`src/rtl/fp16_pkg.sv`:
```
// Shared fp16 definitions for the multiplier-sharing arbiter slice.
// Holds the fp16 word type, special encodings and a constant clog2 helper.
package fp16_pkg;

  localparam int unsigned FP16_W    = 16;
  localparam logic [15:0] FP16_ZERO = 16'h0000;
  localparam logic [15:0] FP16_QNAN = 16'h7E00;
  localparam logic [4:0]  FP16_EMAX = 5'h1F;

  typedef logic [FP16_W-1:0] fp16_t;

  function automatic int unsigned clog2(input int unsigned n);
    int unsigned r;
    r = 0;
    for (int unsigned i = 0; i < 32; i++) begin
      if ((64'd1 << i) < 64'(n)) r = i + 1;
    end
    return r;
  endfunction

endpackage

```
`src/rtl/fp16_mul.sv`:
```
// Combinational IEEE binary16 multiply: round-to-nearest-even, subnormals in and out,
// overflow to infinity, canonical quiet NaN 16'h7E00 for NaN operands and inf*0.
module fp16_mul
  import fp16_pkg::*;
(
  input  fp16_t i_a,
  input  fp16_t i_b,
  output fp16_t o_p
);

  logic        w_sa, w_sb, w_s;
  logic [4:0]  w_ea, w_eb;
  logic [9:0]  w_fa, w_fb;
  logic        w_zero_a, w_zero_b, w_inf_a, w_inf_b, w_nan_a, w_nan_b;
  logic [10:0] w_ma, w_mb;
  logic [5:0]  w_eau, w_ebu;
  logic [21:0] w_p, w_pn;
  logic [4:0]  w_lz;
  logic signed [7:0] w_be, w_ef;
  logic [3:0]  w_sh;
  logic [35:0] w_wide;
  logic [10:0] w_mant;
  logic        w_rnd;
  logic [11:0] w_mr;

  assign {w_sa, w_ea, w_fa} = i_a;
  assign {w_sb, w_eb, w_fb} = i_b;
  assign w_s = w_sa ^ w_sb;

  assign w_zero_a = (w_ea == 5'd0) && (w_fa == 10'd0);
  assign w_zero_b = (w_eb == 5'd0) && (w_fb == 10'd0);
  assign w_inf_a  = (w_ea == FP16_EMAX) && (w_fa == 10'd0);
  assign w_inf_b  = (w_eb == FP16_EMAX) && (w_fb == 10'd0);
  assign w_nan_a  = (w_ea == FP16_EMAX) && (w_fa != 10'd0);
  assign w_nan_b  = (w_eb == FP16_EMAX) && (w_fb != 10'd0);

  assign w_ma  = {(w_ea != 5'd0), w_fa};
  assign w_mb  = {(w_eb != 5'd0), w_fb};
  assign w_eau = (w_ea == 5'd0) ? 6'd1 : {1'b0, w_ea};
  assign w_ebu = (w_eb == 5'd0) ? 6'd1 : {1'b0, w_eb};

  assign w_p = {11'd0, w_ma} * {11'd0, w_mb};

  always_comb begin
    w_lz = '0;
    for (int unsigned i = 0; i < 22; i++) begin
      if (w_p[5'(i)]) w_lz = 5'(21 - i);
    end
  end

  // Normalise the product so bit 21 is the leading one; w_be is the biased result exponent.
  assign w_pn = w_p << w_lz;
  assign w_be = $signed({2'b00, w_eau}) + $signed({2'b00, w_ebu})
              - $signed({3'b000, w_lz}) - 8'sd14;

  always_comb begin
    if (w_be > 8'sd0)         w_sh = 4'd0;
    else if (w_be < -8'sd12)  w_sh = 4'd14;
    else                      w_sh = 4'(8'sd1 - w_be);
  end

  assign w_wide = {w_pn, 14'd0} >> w_sh;
  assign w_mant = w_wide[35:25];
  assign w_rnd  = w_wide[24] & ((|w_wide[23:0]) | w_mant[0]);
  assign w_mr   = {1'b0, w_mant} + {11'd0, w_rnd};

  // A subnormal that rounds up into bit 10 becomes the smallest normal.
  assign w_ef = (w_be > 8'sd0) ? (w_be + $signed({7'd0, w_mr[11]}))
                               : $signed({7'd0, w_mr[10]});

  always_comb begin
    if (w_nan_a || w_nan_b || (w_inf_a && w_zero_b) || (w_zero_a && w_inf_b))
      o_p = FP16_QNAN;
    else if (w_inf_a || w_inf_b)
      o_p = {w_s, FP16_EMAX, 10'd0};
    else if (w_zero_a || w_zero_b)
      o_p = {w_s, FP16_ZERO[14:0]};
    else if (w_ef > 8'sd30)
      o_p = {w_s, FP16_EMAX, 10'd0};
    else
      o_p = {w_s, w_ef[4:0], w_mr[9:0]};
  end

endmodule

```
`src/rtl/rr_arbiter.sv`:
```
// Combinational round-robin picker: first requester at or after i_ptr (modulo NUM_REQ).
// Produces a one-hot grant and its encoded index; nothing is granted while i_en is low.
module rr_arbiter
  import fp16_pkg::*;
#(
  parameter int unsigned NUM_REQ = 4,
  parameter int unsigned ID_W    = clog2(NUM_REQ)
)(
  input  logic [NUM_REQ-1:0] i_req,
  input  logic [ID_W-1:0]    i_ptr,
  input  logic               i_en,
  output logic [NUM_REQ-1:0] o_gnt,
  output logic [ID_W-1:0]    o_idx
);

  logic w_found;

  always_comb begin
    o_gnt   = '0;
    o_idx   = '0;
    w_found = 1'b0;
    for (int unsigned k = 0; k < NUM_REQ; k++) begin
      int unsigned w_i;
      w_i = 32'(i_ptr) + k;
      if (w_i >= NUM_REQ) w_i = w_i - NUM_REQ;
      if (!w_found && i_en && i_req[ID_W'(w_i)]) begin
        w_found              = 1'b1;
        o_gnt[ID_W'(w_i)]    = 1'b1;
        o_idx                = ID_W'(w_i);
      end
    end
  end

endmodule

```
`src/rtl/fp16_mul_arbiter.sv`:
```
// Shares one fp16 multiplier between NUM_REQ lanes with round-robin grant and a tagged result.
// Define FP16_MUL_PIPE_EN to add an operand register stage ahead of the multiplier (latency 2).
module fp16_mul_arbiter
  import fp16_pkg::*;
#(
  parameter int unsigned NUM_REQ = 4,
  parameter int unsigned ID_W    = clog2(NUM_REQ)
)(
  input  logic                      clk,
  input  logic                      rst_n,
  input  logic [NUM_REQ-1:0]        req_valid,
  output logic [NUM_REQ-1:0]        req_ready,
  input  logic [NUM_REQ*FP16_W-1:0] req_a,
  input  logic [NUM_REQ*FP16_W-1:0] req_b,
  output logic                      res_valid,
  input  logic                      res_ready,
  output logic [FP16_W-1:0]         res_data,
  output logic [ID_W-1:0]           res_id,
  output logic [15:0]               ops_count
);

  fp16_t             w_lane_a [NUM_REQ];
  fp16_t             w_lane_b [NUM_REQ];
  logic [NUM_REQ-1:0] w_gnt;
  logic [ID_W-1:0]   w_gnt_idx;
  logic [ID_W-1:0]   w_next_ptr;
  logic              w_xfer;
  logic              w_acc;
  logic              w_drain;
  fp16_t             w_mul_a, w_mul_b, w_prod;

  logic [ID_W-1:0]   r_ptr;
  logic              r_res_valid;
  fp16_t             r_res_data;
  logic [ID_W-1:0]   r_res_id;
  logic [15:0]       r_ops;

  for (genvar g = 0; g < NUM_REQ; g++) begin : g_lane
    assign w_lane_a[g] = req_a[g*FP16_W +: FP16_W];
    assign w_lane_b[g] = req_b[g*FP16_W +: FP16_W];
  end

  // Reset gates the grant combinationally so no transfer is offered during reset.
  rr_arbiter #(
    .NUM_REQ (NUM_REQ),
    .ID_W    (ID_W)
  ) u_rr (
    .i_req (req_valid),
    .i_ptr (r_ptr),
    .i_en  (w_acc & rst_n),
    .o_gnt (w_gnt),
    .o_idx (w_gnt_idx)
  );

  assign req_ready  = w_gnt;
  assign w_xfer     = |(w_gnt & req_valid);
  assign w_drain    = r_res_valid & res_ready;
  assign w_next_ptr = (w_gnt_idx == ID_W'(NUM_REQ - 1)) ? '0 : w_gnt_idx + ID_W'(1);

  fp16_mul u_mul (
    .i_a (w_mul_a),
    .i_b (w_mul_b),
    .o_p (w_prod)
  );

`ifdef FP16_MUL_PIPE_EN
  logic              r_in_valid;
  fp16_t             r_in_a, r_in_b;
  logic [ID_W-1:0]   r_in_id;
  logic              w_out_adv;

  assign w_out_adv = !r_res_valid | res_ready;
  assign w_acc     = !r_in_valid | w_out_adv;
  assign w_mul_a   = r_in_a;
  assign w_mul_b   = r_in_b;

  always_ff @(posedge clk or negedge rst_n) begin
    if (!rst_n) begin
      r_in_valid  <= 1'b0;
      r_in_a      <= FP16_ZERO;
      r_in_b      <= FP16_ZERO;
      r_in_id     <= '0;
      r_res_valid <= 1'b0;
      r_res_data  <= FP16_ZERO;
      r_res_id    <= '0;
    end else begin
      if (w_acc) begin
        r_in_valid <= w_xfer;
        if (w_xfer) begin
          r_in_a  <= w_lane_a[w_gnt_idx];
          r_in_b  <= w_lane_b[w_gnt_idx];
          r_in_id <= w_gnt_idx;
        end
      end
      if (w_out_adv) begin
        r_res_valid <= r_in_valid;
        if (r_in_valid) begin
          r_res_data <= w_prod;
          r_res_id   <= r_in_id;
        end
      end
    end
  end
`else
  assign w_acc   = !r_res_valid | res_ready;
  assign w_mul_a = w_lane_a[w_gnt_idx];
  assign w_mul_b = w_lane_b[w_gnt_idx];

  always_ff @(posedge clk or negedge rst_n) begin
    if (!rst_n) begin
      r_res_valid <= 1'b0;
      r_res_data  <= FP16_ZERO;
      r_res_id    <= '0;
    end else if (w_xfer) begin
      r_res_valid <= 1'b1;
      r_res_data  <= w_prod;
      r_res_id    <= w_gnt_idx;
    end else if (res_ready) begin
      r_res_valid <= 1'b0;
    end
  end
`endif

  always_ff @(posedge clk or negedge rst_n) begin
    if (!rst_n) begin
      r_ptr <= '0;
      r_ops <= '0;
    end else begin
      if (w_xfer)  r_ptr <= w_next_ptr;
      if (w_drain) r_ops <= r_ops + 16'd1;
    end
  end

  assign res_valid = r_res_valid;
  assign res_data  = r_res_data;
  assign res_id    = r_res_id;
  assign ops_count = r_ops;

endmodule

```
`config.mk`:
```
export PLATFORM = sky130hd
export DESIGN_NAME = fp16_mul_arbiter
export DESIGN_NICKNAME = d
export VERILOG_FILES = /design/src/rtl/fp16_pkg.sv /design/src/rtl/fp16_mul.sv /design/src/rtl/rr_arbiter.sv /design/src/rtl/fp16_mul_arbiter.sv
export SDC_FILE = /design/constraint.sdc
export NUM_CORES = 1
export LEC_CHECK = 0
export ABC_CLOCK_PERIOD_IN_PS = 36000
export CAP_MARGIN = 20
export CORE_ASPECT_RATIO = 0.8
export CORE_MARGIN = 2
export CORE_UTILIZATION = 37
export DETAILED_ROUTE_END_ITERATION = 6
export SLEW_MARGIN = 20
export SYNTH_ARGS = -nofsm -noshare
export SYNTH_HDL_FRONTEND = slang
export SYNTH_SLANG_ARGS = --single-unit
```
`constraint.sdc`:
```
create_clock -name clk -period 36 [get_ports clk]
set_input_delay 3.6 -clock clk [delete_from_list [all_inputs] [get_ports clk]]
set_output_delay 3.6 -clock clk [all_outputs]
set_load 0.03 [all_outputs]
```
==> results of run 1 <==
[sequential cells by signal (all words and copies together), names as in the netlist]
name,cells
r_ptr,2
res_valid,1
res_id,2
ops_count,16
res_data,16
[synth_stat cells, drive strengths merged (7+ instances only)]
cell type,instances,area share [%]
nor2,169,5.7
nand2,140,4.7
inv,139,4.8
ha,89,10
fa,82,15
o21ai,73,3.5
mux2i,63,5.7
a21oi,54,2.6
mux2,38,3.9
dfrtp,37,8.4
buf,35,1.9
xnor2,30,2.4
clkbuf,28,0.95
a211oi,27,2.1
nor3,26,1.3
nand3,23,1.0
a21o,22,1.5
nand4,20,1.1
xor2,20,1.6
o211ai,19,1.4
or2,19,1.1
or3,17,0.96
and3,14,0.79
o22ai,11,0.68
and2,10,0.57
nor4,10,0.68
o2111ai,10,0.85
a2111oi,9,1.2
a22o,9,0.71
a31oi,9,0.57
o21a,9,0.62
a211o,8,0.63
o31ai,8,0.71
a221oi,7,0.83
[through the flow]
step | instance area (µm²) | setup WS [ns] | hold slack (ns)
final | 13200 | 14.66 | 0.490
after detailed placement | 13100 | 14.68 | 0.480
after global routing | 13200 | 13.34 | 0.515
after floorplan | 11100 | 17.90 | 0.641
after global placement | 13100 | 15.12 | 0.485
after CTS | 13200 | 14.89 | 0.488
[metal layers]
layer  part of all wire [%]  track usage [%]  up-vias
met5                      0                0        -
met4                   0.71             2.22        0
met3                    7.3             2.82       21
met2                     42             33.9      455
met1                     50             35.0     5263
li1                       -                -     5278
[cell families (layout without fill, tap and decap cells)]
kind of cell | count (synthesis) | after routing | synth area share, %
xor+xnor | 50 | 50 | 3.96
simple gates | 488 | 488 | 21.0
mux | 102 | 102 | 9.87
buf+inv | 202 | 332 | 7.66
flops | 37 | 37 | 8.36
fa+ha+maj | 171 | 171 | 24.9
compound gates | 348 | 348 | 24.2
[placed cells by master, fill, tap and decap left out, types with 18 or more instances in the layout]
master           synthesis  layout
a211oi_1                23      23
a21o_1                  22      22
a21oi_1                 50      50
clkdlybuf4s50_1          0     172
dfrtp_1                 37      37
fa_1                    82      82
ha_1                    89      89
inv_1                  134     134
mux2_2                  34      34
mux2i_1                 62      62
nand2_1                140     140
nand3_1                 23      23
nand4_1                 20      20
nor2_1                 169     169
nor3_1                  24      24
o211ai_1                18      18
o21ai_0                 60      58
xnor2_1                 30      30
xor2_1                  20      20
[worst register-to-register path, delay by kind of cell, from the launching register on]
kind	cells	cell delay (ns)
xor gates and xnor gates	1	0.23
muxes	1	0.42
buffers and inverters	6	1.25
and+or+nand+nor	19	6.45
adders and majority gates	11	4.70
AOI/OAI and AO/OA	17	4.87
DFF	1	0.73
[final timing paths]
| path | startpoint | to | slack [ns] | cells after the start |
|---|---|---|---|---|
| worst max-delay path | req_valid[1] | res_data[5] | 14.66 | 54 |
| worst min-delay path | ops_count[15] | ops_count[15] | 0.49 | 1 |
| worst max register to register | r_ptr[0] | res_data[5] | 17.30 | 55 |
| worst min register to register | ops_count[15] | ops_count[15] | 0.49 | 1 |
| max in group asynchronous | rst_n | res_data[2] | 31.95 | 1 |
| min in group asynchronous | rst_n | r_ptr[1] | 3.47 | 1 |
[final cells by class]
class,count,area (µm²),share of cell area [%]
multi-input combinational,1159,9320,70.6
clock buffer,8,136,1.03
inverter,139,529,4.01
timing repair buffer,185,1820,13.8
sequential,37,926,7.01
tap,377,472,3.57
==> impl_metrics.json, run 1 <==
{
  "vias_per_cell": 5.78,
  "cts_tree": "yes",
  "grt_usage_pct": 22.5,
  "cts_resized": 0,
  "hp-class": "register to register",
  "layout-drive-gt1-share_pct": 8.05,
  "final_util_pct": 45.0,
  "die_h_um": 159,
  "num_vias": 11000,
  "crit_type": "input pin to register",
  "initial_core_util_pct": 37.7,
  "gr-total-overflow": 0,
  "pin_count": 174,
  "routed_wl_um": 35400,
  "ys_seq_area_share_pct": 8.36,
  "setup_violations": 0,
  "crit_family": "simple AND/OR/NAND/NOR gates",
  "diodes": 0,
  "fmax_mhz": 46.9,
  "syn-instance-count": 1398,
  "rsz0062_at_grt": "no",
  "grt_max_degree": 71,
  "cpMaxStageDelayCell": "and3_1",
  "dieArea_um2": 31300,
  "synth_ff_type": "dfrtp_1",
  "fillers": 2919,
  "numCtsBuffers": 5,
  "synth_cell_types": 109,
  "dp_hpwl_um": 28900,
  "place_inst": 1897,
  "avgSynthCellArea_um2": 7.92,
  "finalMaxSlewViolations": 0,
  "ys_seq_elements": 37,
  "grt_first_pass_wirelength_um": 58200,
  "cp.required_ns": 36.21,
  "clockRootBuffer": "clkbuf_16",
  "hold_viol": 0,
  "clk_pin_slew_worst_paths_ns": 0.05,
  "syn_nets": 1704,
  "async_flop_share_pct": 100,
  "tightest_slew_ns": 1.08,
  "grt_antenna_before_repair": 0,
  "worst_setup_path_end_kind": "register",
  "netlist_area_um2": 11100,
  "slew_headroom_pct": 27.8,
  "cp.arrival_ns": 21.55,
  "synth-edff-count": 0,
  "layout_min_cycle_time_ns": 21.34,
  "coreArea_um2": 29400,
  "rows": 56,
  "cts_hold_buf": 0,
  "tns_ns": 0,
  "final.period_utilization_pct": 59.3,
  "clock_path_buffers": 2,
  "crit_path_frequent_cell": "fa_1",
  "gp_congestion": 0.927,
  "htreeDepth": 2,
  "crit_buf_inv": 6,
  "final_nets": 1833,
  "fin_skew_ns": 0.00414,
  "max_cap_viol_count": 0,
  "fin_cells": 1905,
  "crit_path_start_kind": "input pin",
  "io_buffer_count": 173,
  "ant_nets": 0,
  "post_cts.repair.setup_buffers": 0,
  "cp_max_fo": 66,
  "clock-sinks": 37,
  "drc": 0,
  "die_w_um": 197,
  "cpPeakStageDelay_ns": 0.91,
  "wl_per_cell_um": 18.6,
  "drt_iter0_drc": 1068,
  "first_pass_iters": 6,
  "yosys_warnings": 0,
  "grt_pass1_vias": 10500,
  "clk_latency_ns": 0.27,
  "status": "complete, no violations",
  "synthToLayoutAreaGrowth_pct": 19.2
}
Power of run 1 is not shown: default switching activity piles up to over one toggle a cycle in this logic, so the estimate is an artifact.
==> run 2, diff against run 1 <==
--- a/config.mk
+++ b/config.mk
@@ -5,7 +5,7 @@
 export SDC_FILE = /design/constraint.sdc
 export NUM_CORES = 1
 export LEC_CHECK = 0
-export ABC_CLOCK_PERIOD_IN_PS = 36000
+export ABC_CLOCK_PERIOD_IN_PS = 17800
 export CAP_MARGIN = 20
 export CORE_ASPECT_RATIO = 0.8
 export CORE_MARGIN = 2
==> constraint.sdc (replaced) <==
create_clock -name clk -period 17.8 [get_ports clk]
set_input_delay 1.78 -clock clk [delete_from_list [all_inputs] [get_ports clk]]
set_output_delay 1.78 -clock clk [all_outputs]
set_load 0.03 [all_outputs]
==> impl_metrics.json, run 2 (same netlist as run 1, synthesis figures left out) <==
{
  "clk_latency_ns": 0.28,
  "numCtsBuffers": 5,
  "die_w_um": 197,
  "critPathLaunch": "req_valid[3]",
  "drc": 3,
  "num_vias": 11000,
  "finalMaxSlewViolations": 0,
  "die_h_um": 159,
  "cpMaxStageDelayCell": "clkdlybuf4s50_1",
  "clock_path_buffers": 2,
  "routed_wl_um": 35400,
  "layout_commonest_cell": "clkdlybuf4s50_1",
  "hold_viol": 0,
  "gp_congestion": 0.957,
  "layout-drive-gt1-share_pct": 10.2,
  "cts_tree": "yes",
  "layout_min_cycle_time_ns": 16.80,
  "rsz0062_at_grt": "no",
  "fmax_mhz": 59.5,
  "r2r_start": "r_ptr[0]",
  "worstRegToRegCells": 59,
  "fillers": 2910,
  "final.period_utilization_pct": 94.4,
  "diodes": 0,
  "wl_per_cell_um": 18.3,
  "slew_headroom_pct": 29.2,
  "dieArea_um2": 31300,
  "crit_path_start_kind": "input pin",
  "final_nets": 1858,
  "vias_per_cell": 5.72,
  "grt_usage_pct": 22.3,
  "cp_max_fo": 18,
  "max_cap_viol_count": 0,
  "tns_ns": 0,
  "cts_hold_buf": 0,
  "cp.depth": 58,
  "clock-sinks": 37,
  "hp-class": "register to register",
  "tightest_slew_ns": 1.05,
  "io_buffer_count": 173,
  "initial_core_util_pct": 37.7,
  "status": "finished with violations",
  "first_pass_iters": 7,
  "cpPeakStageDelay_ns": 0.63,
  "setup_violations": 0,
  "clockRootBuffer": "clkbuf_16",
  "drt_iter0_drc": 1054,
  "crit_family": "simple AND/OR/NAND/NOR gates",
  "grt_first_pass_wirelength_um": 57400,
  "fin_skew_ns": 0.00723,
  "rrSetupSlack_ns": 1.84,
  "ant_nets": 0,
  "dp_hpwl_um": 29300,
  "htreeDepth": 2,
  "gr-total-overflow": 0,
  "crit_path_frequent_cell": "fa_1",
  "pin_count": 174,
  "final_cell_mix": "clkdlybuf4s50_1, nor2_1, nand2_1, inv_1, ha_1",
  "worst_setup_path_end_kind": "register",
  "cp.required_ns": 17.99,
  "rows": 56,
  "coreArea_um2": 29400,
  "clk_pin_slew_worst_paths_ns": 0.05,
  "cp.arrival_ns": 16.99,
  "grt_pass1_vias": 10600,
  "critical_path.endpoint": "res_data[9]",
  "worstReg2RegEnd": "res_data[9]",
  "synthToLayoutAreaGrowth_pct": 21.6,
  "grt_antenna_before_repair": 1,
  "grt_max_degree": 42,
  "crit_type": "input pin to register",
  "violations": "design-rule violations",
  "crit_buf_inv": 10
}
## run 2: changes by cell type in the layout (fill, tap and decap cells not counted), sizes merged
cell and delta:
clkbuf -2, clkinv +2, buf +25
## run 2: final cells by class
type	count	area (µm²)	area share [%]
Multi-Input combinational cell	1159	9370	69.6
Timing Repair Buffer	210	2020	15.0
Sequential cell	37	926	6.88
Inverter	139	529	3.93
Tap cell	377	472	3.51
Clock buffer	6	129	0.958
Clock inverter	2	10.0	0.0744
## run 2: worst min-delay path by stage
stage	startpoint	cells past startpoint	slack (ns)	to
3_3_place_gp	ops_count[15]	1	0.48	ops_count[15]
5_1_grt	ops_count[11]	1	0.52	ops_count[11]
3_5_place_dp	ops_count[15]	1	0.47	ops_count[15]
2_1_floorplan	r_ptr[1]	2	0.64	r_ptr[1]
4_1_cts	ops_count[15]	1	0.48	ops_count[15]
6_report	ops_count[15]	1	0.49	ops_count[15]
## run 2: per-stage QoR
stage	cells	hold slack (ns)	cell area (µm²)	util [%]	worst slack, ns
2_1_floorplan	1398	0.641	11100	-	1.52
3_3_place_gp	1917	0.475	13200	45.0	0.567
3_5_place_dp	1917	0.473	13200	45.0	0.240
4_1_cts	1925	0.480	13400	45.5	0.495
5_1_grt	1930	0.515	13500	45.8	0.0672
6_report	1930	0.490	13500	45.8	1.00
## run 2: worst reg2reg max path: cells and delay by family (launching register included)
kind                     cells  cell delay, ns
adder cells (fa/ha/maj)     11            4.61
multiplexers                 1            0.33
flip-flops                   1            0.73
buffers and inverters       10            1.29
XOR/XNOR                     1            0.16
AO/OA/AOI/OAI               19            3.76
AND/OR/NAND/NOR             17            5.00
## run 2: repair_timing
| item | in CTS | in global routing |
|---|---|---|
| buffers inserted | 0 | 5 |
| resized for setup | 0 | 13 |
| endpoints found under the setup margin | 0 | 11 |
## run 2: routing by layer
| layer | track usage, % | routed length (µm) |
|---|---|---|
| met1 | 34.8 | 17700 |
| met4 | 3.14 | 497 |
| met2 | 32.7 | 14400 |
| met5 | 0 | 0 |
| met3 | 3.33 | 2730 |
Power of run 2 is left out for the same reason.
